===== config.mk =====
export PLATFORM = sky130hd
export DESIGN_NAME = arb_rr_bin
export DESIGN_NICKNAME = d
export VERILOG_FILES = /design/src/rtl/arb_rr_bin.sv
export SDC_FILE = /design/constraint.sdc
export NUM_CORES = 1
export LEC_CHECK = 0
export ABC_AREA = 1
export CELL_PAD_IN_SITES_DETAIL_PLACEMENT = 1
export CELL_PAD_IN_SITES_GLOBAL_PLACEMENT = 2
export CORE_AREA = 4 4 84 86
export CTS_CLUSTER_SIZE = 10
export DETAILED_ROUTE_END_ITERATION = 16
export DIE_AREA = 0 0 88 90
export DONT_BUFFER_PORTS = 1
export PLACE_DENSITY = 0.79
export RECOVER_POWER = 100
export SLEW_MARGIN = 20
export SYNTH_ARGS = -nofsm -noshare
export SYNTH_HDL_FRONTEND = slang
export SYNTH_SLANG_ARGS = --single-unit

===== constraint.sdc =====
create_clock -name clk -period 1.9 [get_ports clk]
set_input_delay 0.38 -clock clk [delete_from_list [all_inputs] [get_ports clk]]
set_output_delay 0.38 -clock clk [all_outputs]
set_load 0.01 [all_outputs]

===== src/rtl/arb_rr_bin.sv =====
// arb_rr_bin: round-robin arbiter with a registered binary grant index.
//
// Picks one of WIDTH requesters and presents its index on `bin`, ready to
// drive the select input of a downstream mux_bin. The grant is registered and
// held until the consumer accepts it (vld & rdy), so the selected mux data is
// stable for the whole handshake. After each transfer the pointer moves to the
// slot after the served requester, and the next grant is computed in the same
// cycle, so back-to-back transfers have no bubble.
//
// Parameters:
//   WIDTH      number of requesters (>= 2, any value)
//   SPLIT      radix of the priority-encoder tree
//   WIDTH_LOG  grant index width, $clog2(WIDTH)
//
// Ports:
//   clk    in   clock, rising edge
//   rst_n  in   synchronous active-low reset
//   req    in   request vector, bit i = requester i
//   lst    in   last beat of the current transfer (packet mode only)
//   vld    out  grant valid
//   rdy    in   downstream accepts grant
//   bin    out  binary grant index
//   oh     out  one-hot grant, 1 << bin when vld, else 0
//
// Optional feature macro: ARB_RR_BIN_PACKET_EN
//   Defined:   a transfer with lst=0 locks the grant (no re-arbitration) until
//              a transfer with lst=1.
//   Undefined: lst is ignored and every transfer re-arbitrates.

module arb_rr_bin #(
    parameter int unsigned WIDTH = 16,
    parameter int unsigned SPLIT = 4,
    localparam int unsigned WIDTH_LOG = $clog2(WIDTH)
) (
    input  logic                 clk,
    input  logic                 rst_n,
    input  logic [WIDTH-1:0]     req,
    input  logic                 lst,
    output logic                 vld,
    input  logic                 rdy,
    output logic [WIDTH_LOG-1:0] bin,
    output logic [WIDTH-1:0]     oh
);

    // ------------------------------------------------------------------
    // Tree geometry
    // ------------------------------------------------------------------
    function automatic int unsigned tree_levels(int unsigned n, int unsigned s);
        int unsigned lvl;
        int unsigned cap;
        lvl = 0;
        cap = 1;
        while (cap < n) begin
            cap = cap * s;
            lvl = lvl + 1;
        end
        return lvl;
    endfunction

    function automatic int unsigned tree_pow(int unsigned s, int unsigned e);
        int unsigned p;
        p = 1;
        for (int unsigned i = 0; i < e; i++) begin
            p = p * s;
        end
        return p;
    endfunction

    localparam int unsigned LEVELS = tree_levels(WIDTH, SPLIT);
    localparam int unsigned NPAD   = tree_pow(SPLIT, LEVELS);
    localparam int unsigned IW     = $clog2(NPAD);

    // ------------------------------------------------------------------
    // State
    // ------------------------------------------------------------------
`ifdef ARB_RR_BIN_PACKET_EN
    typedef enum logic [1:0] {StIdle, StGrant, StLock} state_e;
`else
    typedef enum logic [1:0] {StIdle, StGrant} state_e;
`endif

    state_e                 state_q, state_d;
    logic                   vld_q, vld_d;
    logic [WIDTH_LOG-1:0]   bin_q, bin_d;
    logic [WIDTH-1:0]       oh_q, oh_d;
    logic [WIDTH_LOG-1:0]   ptr_q, ptr_d;

    logic                   xfer;
    logic [WIDTH_LOG-1:0]   nxt_ptr;
    logic [WIDTH_LOG-1:0]   arb_ptr;
    logic [WIDTH-1:0]       req_hi;
    logic                   arb_found;
    logic [WIDTH_LOG-1:0]   arb_bin;
    logic [WIDTH-1:0]       arb_oh;

    assign xfer    = vld_q & rdy;
    assign nxt_ptr = (bin_q == WIDTH_LOG'(WIDTH - 1)) ? '0 : bin_q + WIDTH_LOG'(1);
    // On a transfer the search already starts from the post-transfer pointer,
    // which is what gives zero-bubble back-to-back grants.
    assign arb_ptr = xfer ? nxt_ptr : ptr_q;

    // ------------------------------------------------------------------
    // Cyclic priority search
    //
    // Two lowest-index-first trees run in parallel: tree 0 sees only requests
    // at or above the pointer, tree 1 sees all requests. A hit in tree 0 is
    // the first requester in cyclic order; otherwise the search wrapped and
    // tree 1 gives the answer.
    // ------------------------------------------------------------------
    always_comb begin
        req_hi = '0;
        for (int i = 0; i < int'(WIDTH); i++) begin
            req_hi[i] = req[i] & (WIDTH_LOG'(i) >= arb_ptr);
        end
    end

    logic [NPAD-1:0] leaf_pad [2];
    logic            node_vld [2][LEVELS+1][NPAD];
    logic [IW-1:0]   node_idx [2][LEVELS+1][NPAD];

    assign leaf_pad[0] = NPAD'(req_hi);
    assign leaf_pad[1] = NPAD'(req);

    always_comb begin
        for (int t = 0; t < 2; t++) begin
            for (int l = 0; l <= int'(LEVELS); l++) begin
                for (int n = 0; n < int'(NPAD); n++) begin
                    node_vld[t][l][n] = 1'b0;
                    node_idx[t][l][n] = '0;
                end
            end
            for (int n = 0; n < int'(NPAD); n++) begin
                node_vld[t][0][n] = leaf_pad[t][n];
                node_idx[t][0][n] = IW'(n);
            end
            // Each node scans its SPLIT children high to low so the lowest
            // valid child wins.
            for (int l = 0; l < int'(LEVELS); l++) begin
                for (int n = 0; n < int'(NPAD / SPLIT); n++) begin
                    for (int c = int'(SPLIT) - 1; c >= 0; c--) begin
                        if (node_vld[t][l][n*int'(SPLIT)+c]) begin
                            node_vld[t][l+1][n] = 1'b1;
                            node_idx[t][l+1][n] = node_idx[t][l][n*int'(SPLIT)+c];
                        end
                    end
                end
            end
        end
    end

    always_comb begin
        arb_found = node_vld[0][LEVELS][0] | node_vld[1][LEVELS][0];
        if (node_vld[0][LEVELS][0]) begin
            arb_bin = WIDTH_LOG'(node_idx[0][LEVELS][0]);
        end else begin
            arb_bin = WIDTH_LOG'(node_idx[1][LEVELS][0]);
        end
        arb_oh = WIDTH'(1) << arb_bin;
    end

    // ------------------------------------------------------------------
    // Next-state logic
    // ------------------------------------------------------------------
    always_comb begin
        state_d = state_q;
        vld_d   = vld_q;
        bin_d   = bin_q;
        oh_d    = oh_q;
        ptr_d   = ptr_q;

        case (state_q)
            StIdle: begin
                // rdy is meaningless while vld=0
                if (arb_found) begin
                    state_d = StGrant;
                    vld_d   = 1'b1;
                    bin_d   = arb_bin;
                    oh_d    = arb_oh;
                end
            end

            StGrant: begin
                if (xfer) begin
`ifdef ARB_RR_BIN_PACKET_EN
                    if (!lst) begin
                        // Mid-packet: keep bin, oh and ptr exactly as they are.
                        state_d = StLock;
                    end else
`endif
                    begin
                        ptr_d = nxt_ptr;
                        if (arb_found) begin
                            vld_d = 1'b1;
                            bin_d = arb_bin;
                            oh_d  = arb_oh;
                        end else begin
                            state_d = StIdle;
                            vld_d   = 1'b0;
                            oh_d    = '0;
                        end
                    end
                end
            end

`ifdef ARB_RR_BIN_PACKET_EN
            StLock: begin
                // Grant stays valid regardless of req until the last beat.
                if (xfer && lst) begin
                    ptr_d = nxt_ptr;
                    if (arb_found) begin
                        state_d = StGrant;
                        vld_d   = 1'b1;
                        bin_d   = arb_bin;
                        oh_d    = arb_oh;
                    end else begin
                        state_d = StIdle;
                        vld_d   = 1'b0;
                        oh_d    = '0;
                    end
                end
            end
`endif

            default: begin
                state_d = StIdle;
                vld_d   = 1'b0;
                oh_d    = '0;
            end
        endcase
    end

`ifndef ARB_RR_BIN_PACKET_EN
    logic unused_lst;
    assign unused_lst = lst;
`endif

    // ------------------------------------------------------------------
    // Registers (synchronous active-low reset)
    // ------------------------------------------------------------------
    always_ff @(posedge clk) begin
        if (!rst_n) begin
            state_q <= StIdle;
            vld_q   <= 1'b0;
            bin_q   <= '0;
            oh_q    <= '0;
            ptr_q   <= '0;
        end else begin
            state_q <= state_d;
            vld_q   <= vld_d;
            bin_q   <= bin_d;
            oh_q    <= oh_d;
            ptr_q   <= ptr_d;
        end
    end

    assign vld = vld_q;
    assign bin = bin_q;
    assign oh  = oh_q;

endmodule


======== Word level (Yosys, flattened, before mapping) ========
Index checks and enable logic that the tools add are counted.
word-level totals
  output and inout port bits .............. 21
  register bits ........................... 27
operators by class
  muxes and demuxes ....................... 98
  reduce and logical (&&, ||, !) cells .... 5
  equality and inequality tests ........... 5
  bitwise gates (word level) .............. 18
  shift-type cells ........................ 1
  add/sub/neg operators ................... 1
  $lt $le $gt $ge ......................... 16
operators by type and width
  cell                                                  number
  2-to-1 mux 4 bit                                      41
  2-to-1 mux 16 bit                                     3
  2-to-1 mux 1 bit                                      43
  >= comparator 4 bit (first input constant)            8
  one-hot mux 16 bit (2 select lines)                   1
  bitwise AND 1 bit                                     17
  >= comparator 3 x 4 -> 1 bit (first input constant)   4
  << shifter 1 x 4 -> 16 bit (first input constant)     1
  2-to-1 mux 2 bit                                      5
  >= comparator 1 x 4 -> 1 bit (first input constant)   2
  >= comparator 2 x 4 -> 1 bit (first input constant)   2
  one-hot mux 4 bit (2 select lines)                    1
  2-to-1 mux 3 bit                                      2
  inequality test 2 bit (second input constant)         3
  adder 4 x 1 -> 4 bit (second input constant)          1
  equality test 4 bit (second input constant)           1
  one-hot mux 2 bit (2 select lines)                    1
  AND reduction 2 bit                                   2
  AND reduction 3 bit                                   1
  equality test 2 x 1 -> 1 bit (second input constant)  1
  logical NOT 2 bit                                     1
  one-hot mux 1 bit (2 select lines)                    1
  nonzero test 2 bit                                    1
  OR 1 bit                                              1

======== Longest topological paths before layout ========
  depth in word-level cells ............... 18
  gate-level depth with buffers ........... 18
  mapped depth without buffers ............ 18

======== Worst setup path after synthesis ========
OpenSTA, ideal clock, no wires.
  kind .................................... register -> register
  start point ............................. reg bin_q[0], in the netlist bin[0]
  end point ............................... reg oh_q[10], in the netlist oh[10]
  library setup time ...................... 0.132 ns
  cell stages (with the launch flop) ...... 18
  data required time ...................... 1.768 ns
  arrival ................................. 2.025 ns
  slack ................................... -0.257 ns
  cells stage by stage .................... dfxtp_1 ha_1 inv_1 nand2_1 nand2_1 nand2_1 nand2_2 nand2_1 nand3b_1 nand2_2 nor2_4 nand2_4 nor2_8 nand2_1 nand2_2 inv_2 nand4_1 a21oi_1
on the way
  word-level cells in the longest chain between the ends .. 18
ends and longest elaborated chain
  what                                                                       RTL line  text
  start: declaration                                                         84        logic [WIDTH_LOG-1:0] bin_q, bin_d;
  start signal: assignment                                                   250       bin_q <= bin_d;
  adder 4 x 1 -> 4 bit / equality test 4 bit (equally long branches)         97        assign nxt_ptr = (bin_q == WIDTH_LOG'(WIDTH - 1)) ? '0 : bin_q + WIDTH_LOG'(1);
  2-to-1 mux 4 bit (*)                                                       97
  2-to-1 mux 4 bit (*)                                                       --
  >= comparator 4 bit                                                        113       req_hi[i] = req[i] & (WIDTH_LOG'(i) >= arb_ptr);
  bitwise AND 1 bit                                                          113
  2-to-1 mux 4 bit / 2-to-1 mux 1 bit (equally long branches) (8 in series)  141       if (node_vld[t][l][n*int'(SPLIT)+c]) begin
  2-to-1 mux 4 bit                                                           153       if (node_vld[0][LEVELS][0]) begin
  << shifter 1 x 4 -> 16 bit                                                 158       arb_oh = WIDTH'(1) << arb_bin;
  2-to-1 mux 16 bit                                                          192       if (arb_found) begin
  2-to-1 mux 16 bit                                                          183       if (xfer) begin
  one-hot mux 16 bit (2 select lines)                                        171       case (state_q)
  end signal: assignment                                                     251       oh_q <= oh_d;
  end: declaration                                                           85        logic [WIDTH-1:0] oh_q, oh_d;
Mark *: on every way between the ends. The rest lies on a longest branch, timed or not. The select of a mux whose other input is x is not followed.
A chain may end at the register's enable or synchronous reset.

======== Worst setup path in the final report ========
  start point ............................. reg bin_q[0], in the netlist bin[0]
  end point ............................... reg oh_q[15], in the netlist oh[15]
Same word-level chain as after synthesis.

==> results by group <==
Timing
  – Fmax: 0.424 GHz
  – WHS: 0.235 ns
  – Max-slew headroom: 64.4%
  – Worst Tran Pin Value: 0.529 ns
  – Tmin final: 2.36 ns
  – Finish-stage setup viols: 20
  – Fin crit share: 124%
  – Final worst-path setup slack: -0.457 ns
  – RSZ-0062 raised after global routing: yes
  – Clock Skews: 0.00661 ns
  – Max-slew violations: 0
  – Final-report hold violation count: 0

Route
  – Detailed-route wire length per cell: 16.1 um
  – Post-route DRC: 0
  – Post-route ant nets: 0
  – Vias/cell: 5.12
  – 1st-iter DRT viols: 97
  – TritonRoute pass-1 iters: 4
  – Drt total wl: 6730 um
  – Vias: 2,147

Synth
  – Largest family of logic cells by synthesized area: simple AND/OR/NAND/NOR gates
  – Synth Area in Simple Gates: 46.5%
  – Syn Std Cell Area: 1860 um2
  – XOR/XNOR share of the synthesized area: 0%
  – Post-Synth Adder-Cell Area: 1.34%
  – Syn Area/Cell: 6.63 um2
  – Seq/Total Area, Yosys: 28.0%
  – Ys Warns: 0
  – Post-synthesis cell type count: 36
  – Mux cell area share after synthesis: 0%
  – Syn nets: 303
  – Yosys reg bits: 26
  – Post-synthesis compound-gate area fraction: 16.9%
  – Syn Inst Count: 281

Worst setup path
  – Crit end category: flip-flop
  – Setup Crit Path Kind: flip-flop to flip-flop
  – Reg-to-reg endpoint: oh[15]
  – Worst R2R Start: bin[0]
  – Worst-path fanout max: 8
  – Worst-path cell chain: buf_4 > nor2_2 > nand2_2 > buf_4 > nand3_4 > nand4_1 > nand2_1 > nand2_2 > nor2_4 > nand2_4 > nor2_8 > nor2_4 > a21oi_4 > nand4_1 > a21oi_2
  – FF-to-FF setup slack: -0.46 ns
  – Max incr delay on CP: 0.37 ns
  – WP data required: 2.11 ns
  – Setup crit start kind: flip-flop
  – Worst r2r path cells: 15
  – Critical-path top delay cell: dfxtp_4
  – Critical Path AT: 2.57 ns

Hold path
  – Hold path depth: 2
  – Hold_sp: rst_n
  – Min-delay worst type: primary input to flip-flop
  – Hold Path End: bin[0]

Power
  – P_leak: 1.20 nW
  – Power share of the clock group: 21.3%
  – Pint: 1.20 mW
  – Power share of the combinational group: 45.7%
  – Overall power: 1.95 mW
  – Pwr dens: 699 nW/um2
  – Switching Fraction: 38.4%
  – Seq pwr share: 33.0%
  – P_sw: 748 uW
  – Peak supply drop: 0.000526 V

Clock network
  – Maximum clock path buffer count: 2
  – Num CTS Buffers: 3
  – Clk_lat worst skew: 0.27 ns
  – # clock sinks: 26
  – CTS H-tree lvls: 1
  – Post-CTS Hold Fix Bufs: 0
  – TritonCTS clock tree: built
  – Root Buffer: clkbuf_8
  – Clock slew at reported path FFs: 0.10 ns

Placement
  – Detailed placement HPWL: 4840 um
  – IO Port Bufs: 0
  – RePlAce Congestion: 0.834

Finish
  – Share of cells above drive strength 1: 45.3%
  – Nets: 365
  – Antenna Cells: 0
  – Area Overhead vs Synth: 49.6%

Status
  – Run status: finished, violations left
  – Failing checks: negative setup slack

Floorplanning
  – # IOs: 41
  – Core footprint: 6280 um2
  – Die width: 88 um
  – Chip Height: 90 um
  – Starting Density: 29.7%
  – # rows: 29
  – Die area: 7920 um2

Run
  – MaxCap Viol Count: 0

Global routing
  – First-pass GRT wire length: 10,800 um
  – Gr usage total: 16.8%
  – Congestion Overflow GR: 0
  – Vias in the first global route: 2,229
  – Initial antenna violation count: 0
  – Pin count of the biggest net entering global routing: 20
metrics by stage:
| stage | cells | util [%] | setup WS [ns] | cell area (um2) | setup TNS [ns] |
|---|---|---|---|---|---|
| global route | 419 | 44.4 | -0.622 | 2790 | -10.95 |
| finish | 419 | 44.4 | -0.457 | 2790 | -7.58 |
| global placement | 395 | 37.0 | -0.388 | 2320 | -6.75 |
| CTS | 412 | 40.9 | -0.399 | 2570 | -7.43 |
| floorplan | 281 | - | -0.0968 | 1930 | -1.36 |
| detailed placement | 395 | 37.0 | -0.427 | 2320 | -7.54 |
timing repair:
action	CTS	global route
pin swaps	23	33
setup endpoints to repair	20	20
gates resized for setup	24	40
setup buffers	11	6
cloned	2	1
state kept, by name, summed over array words and instances (netlist names):
name	count
bin	4
ptr_q	4
state_q	1
oh	16
vld	1
cell usage after synthesis:
library cell,instances,area (um2)
a211oi_1,2,15.0
a21boi_0,1,7.51
a21oi_1,31,155
a21oi_2,1,8.76
a21oi_4,2,32.5
a31oi_1,1,6.26
buf_2,1,5.00
buf_6,1,11.3
clkbuf_1,1,3.75
clkinv_1,1,3.75
dfxtp_1,26,521
ha_1,2,25.0
inv_1,24,90.1
inv_2,6,22.5
nand2_1,70,263
nand2_2,15,93.8
nand2_4,3,33.8
nand3_1,16,80.1
nand3_2,4,40.0
nand3b_1,2,15.0
nand3b_2,1,11.3
nand4_1,19,119
nor2_1,18,67.6
nor2_2,4,25.0
nor2_4,3,33.8
nor2_8,1,20.0
nor3_1,5,25.0
nor3_2,1,10.0
nor3_4,1,16.3
nor4_1,1,6.26
o211ai_1,1,7.51
o21ai_0,12,60.1
o21ai_1,1,5.00
o21bai_1,1,7.51
o221ai_1,1,8.76
or2_1,1,6.26
per-layer routing:
layer  global-route usage (%)  vias up  share of wire (%)  wire (um)
li1                         -     1077                  -          -
met1                     21.3     1037                 43       2890
met2                     29.7       31                 53       3550
met3                     2.74        2                3.7        252
met4                     2.69        0               0.46         31
met5                        0        -                  0          0
final cells by class:
cell class | instances | area [um2]
fillers | 786 | 3490
inverters | 31 | 121
multi-input cells | 224 | 1530
repair buffers | 57 | 444
flip-flops and latches | 26 | 531
clock buffers | 4 | 66.3
well taps | 77 | 96.3
worst max-delay path: cells and delay by family, from the launching register on:
family                 cells  cell delay, ns
AO/OA/AOI/OAI              2            0.41
buffers and inverters      2            0.28
flip-flops                 1            0.37
AND/OR/NAND/NOR           11            1.24
power groups by stage:
stage                     Sequential [mW]  Clock (mW)  Combinational, mW
after floorplan                     0.652           0              0.419
after global placement              0.651           0              0.643
after detailed placement            0.652           0              0.660
after CTS                           0.641       0.437              0.771
after global routing                0.650       0.455              0.973
final                               0.643       0.414              0.889
worst max-delay path by stage:
stage / start / endpoint / slack [ns] / depth (start not counted)
2_1_floorplan: bin[0] / oh[15] / -0.1 / 15
3_3_place_gp: bin[0] / oh[3] / -0.39 / 15
3_5_place_dp: bin[0] / oh[3] / -0.43 / 15
4_1_cts: bin[0] / oh[1] / -0.40 / 17
5_1_grt: bin[0] / oh[15] / -0.62 / 15
6_report: bin[0] / oh[15] / -0.46 / 15
cell families (layout without fill, tap and decap cells):
group / Yosys count / count (layout)
simple gates: 165 / 168
compound gates: 54 / 54
buf+inv: 34 / 92
flops: 26 / 26
fa+ha+maj: 2 / 2
layout by cell type (no fill, tap or decap), types with 3 or more instances in the layout:
master / n
inv_1: 24
nand4_1: 19
nand3_4: 4
nand2_4: 16
inv_2: 4
nand3_2: 8
nor2_1: 15
a21oi_1: 27
nand3_1: 8
buf_4: 55
dfxtp_1: 22
nor3_1: 5
nand2_1: 43
nand2_2: 30
nor2_4: 6
clkbuf_8: 3
nor2_2: 4
o21ai_0: 10
a21oi_2: 5
Power figures use the tool's default switching activity.
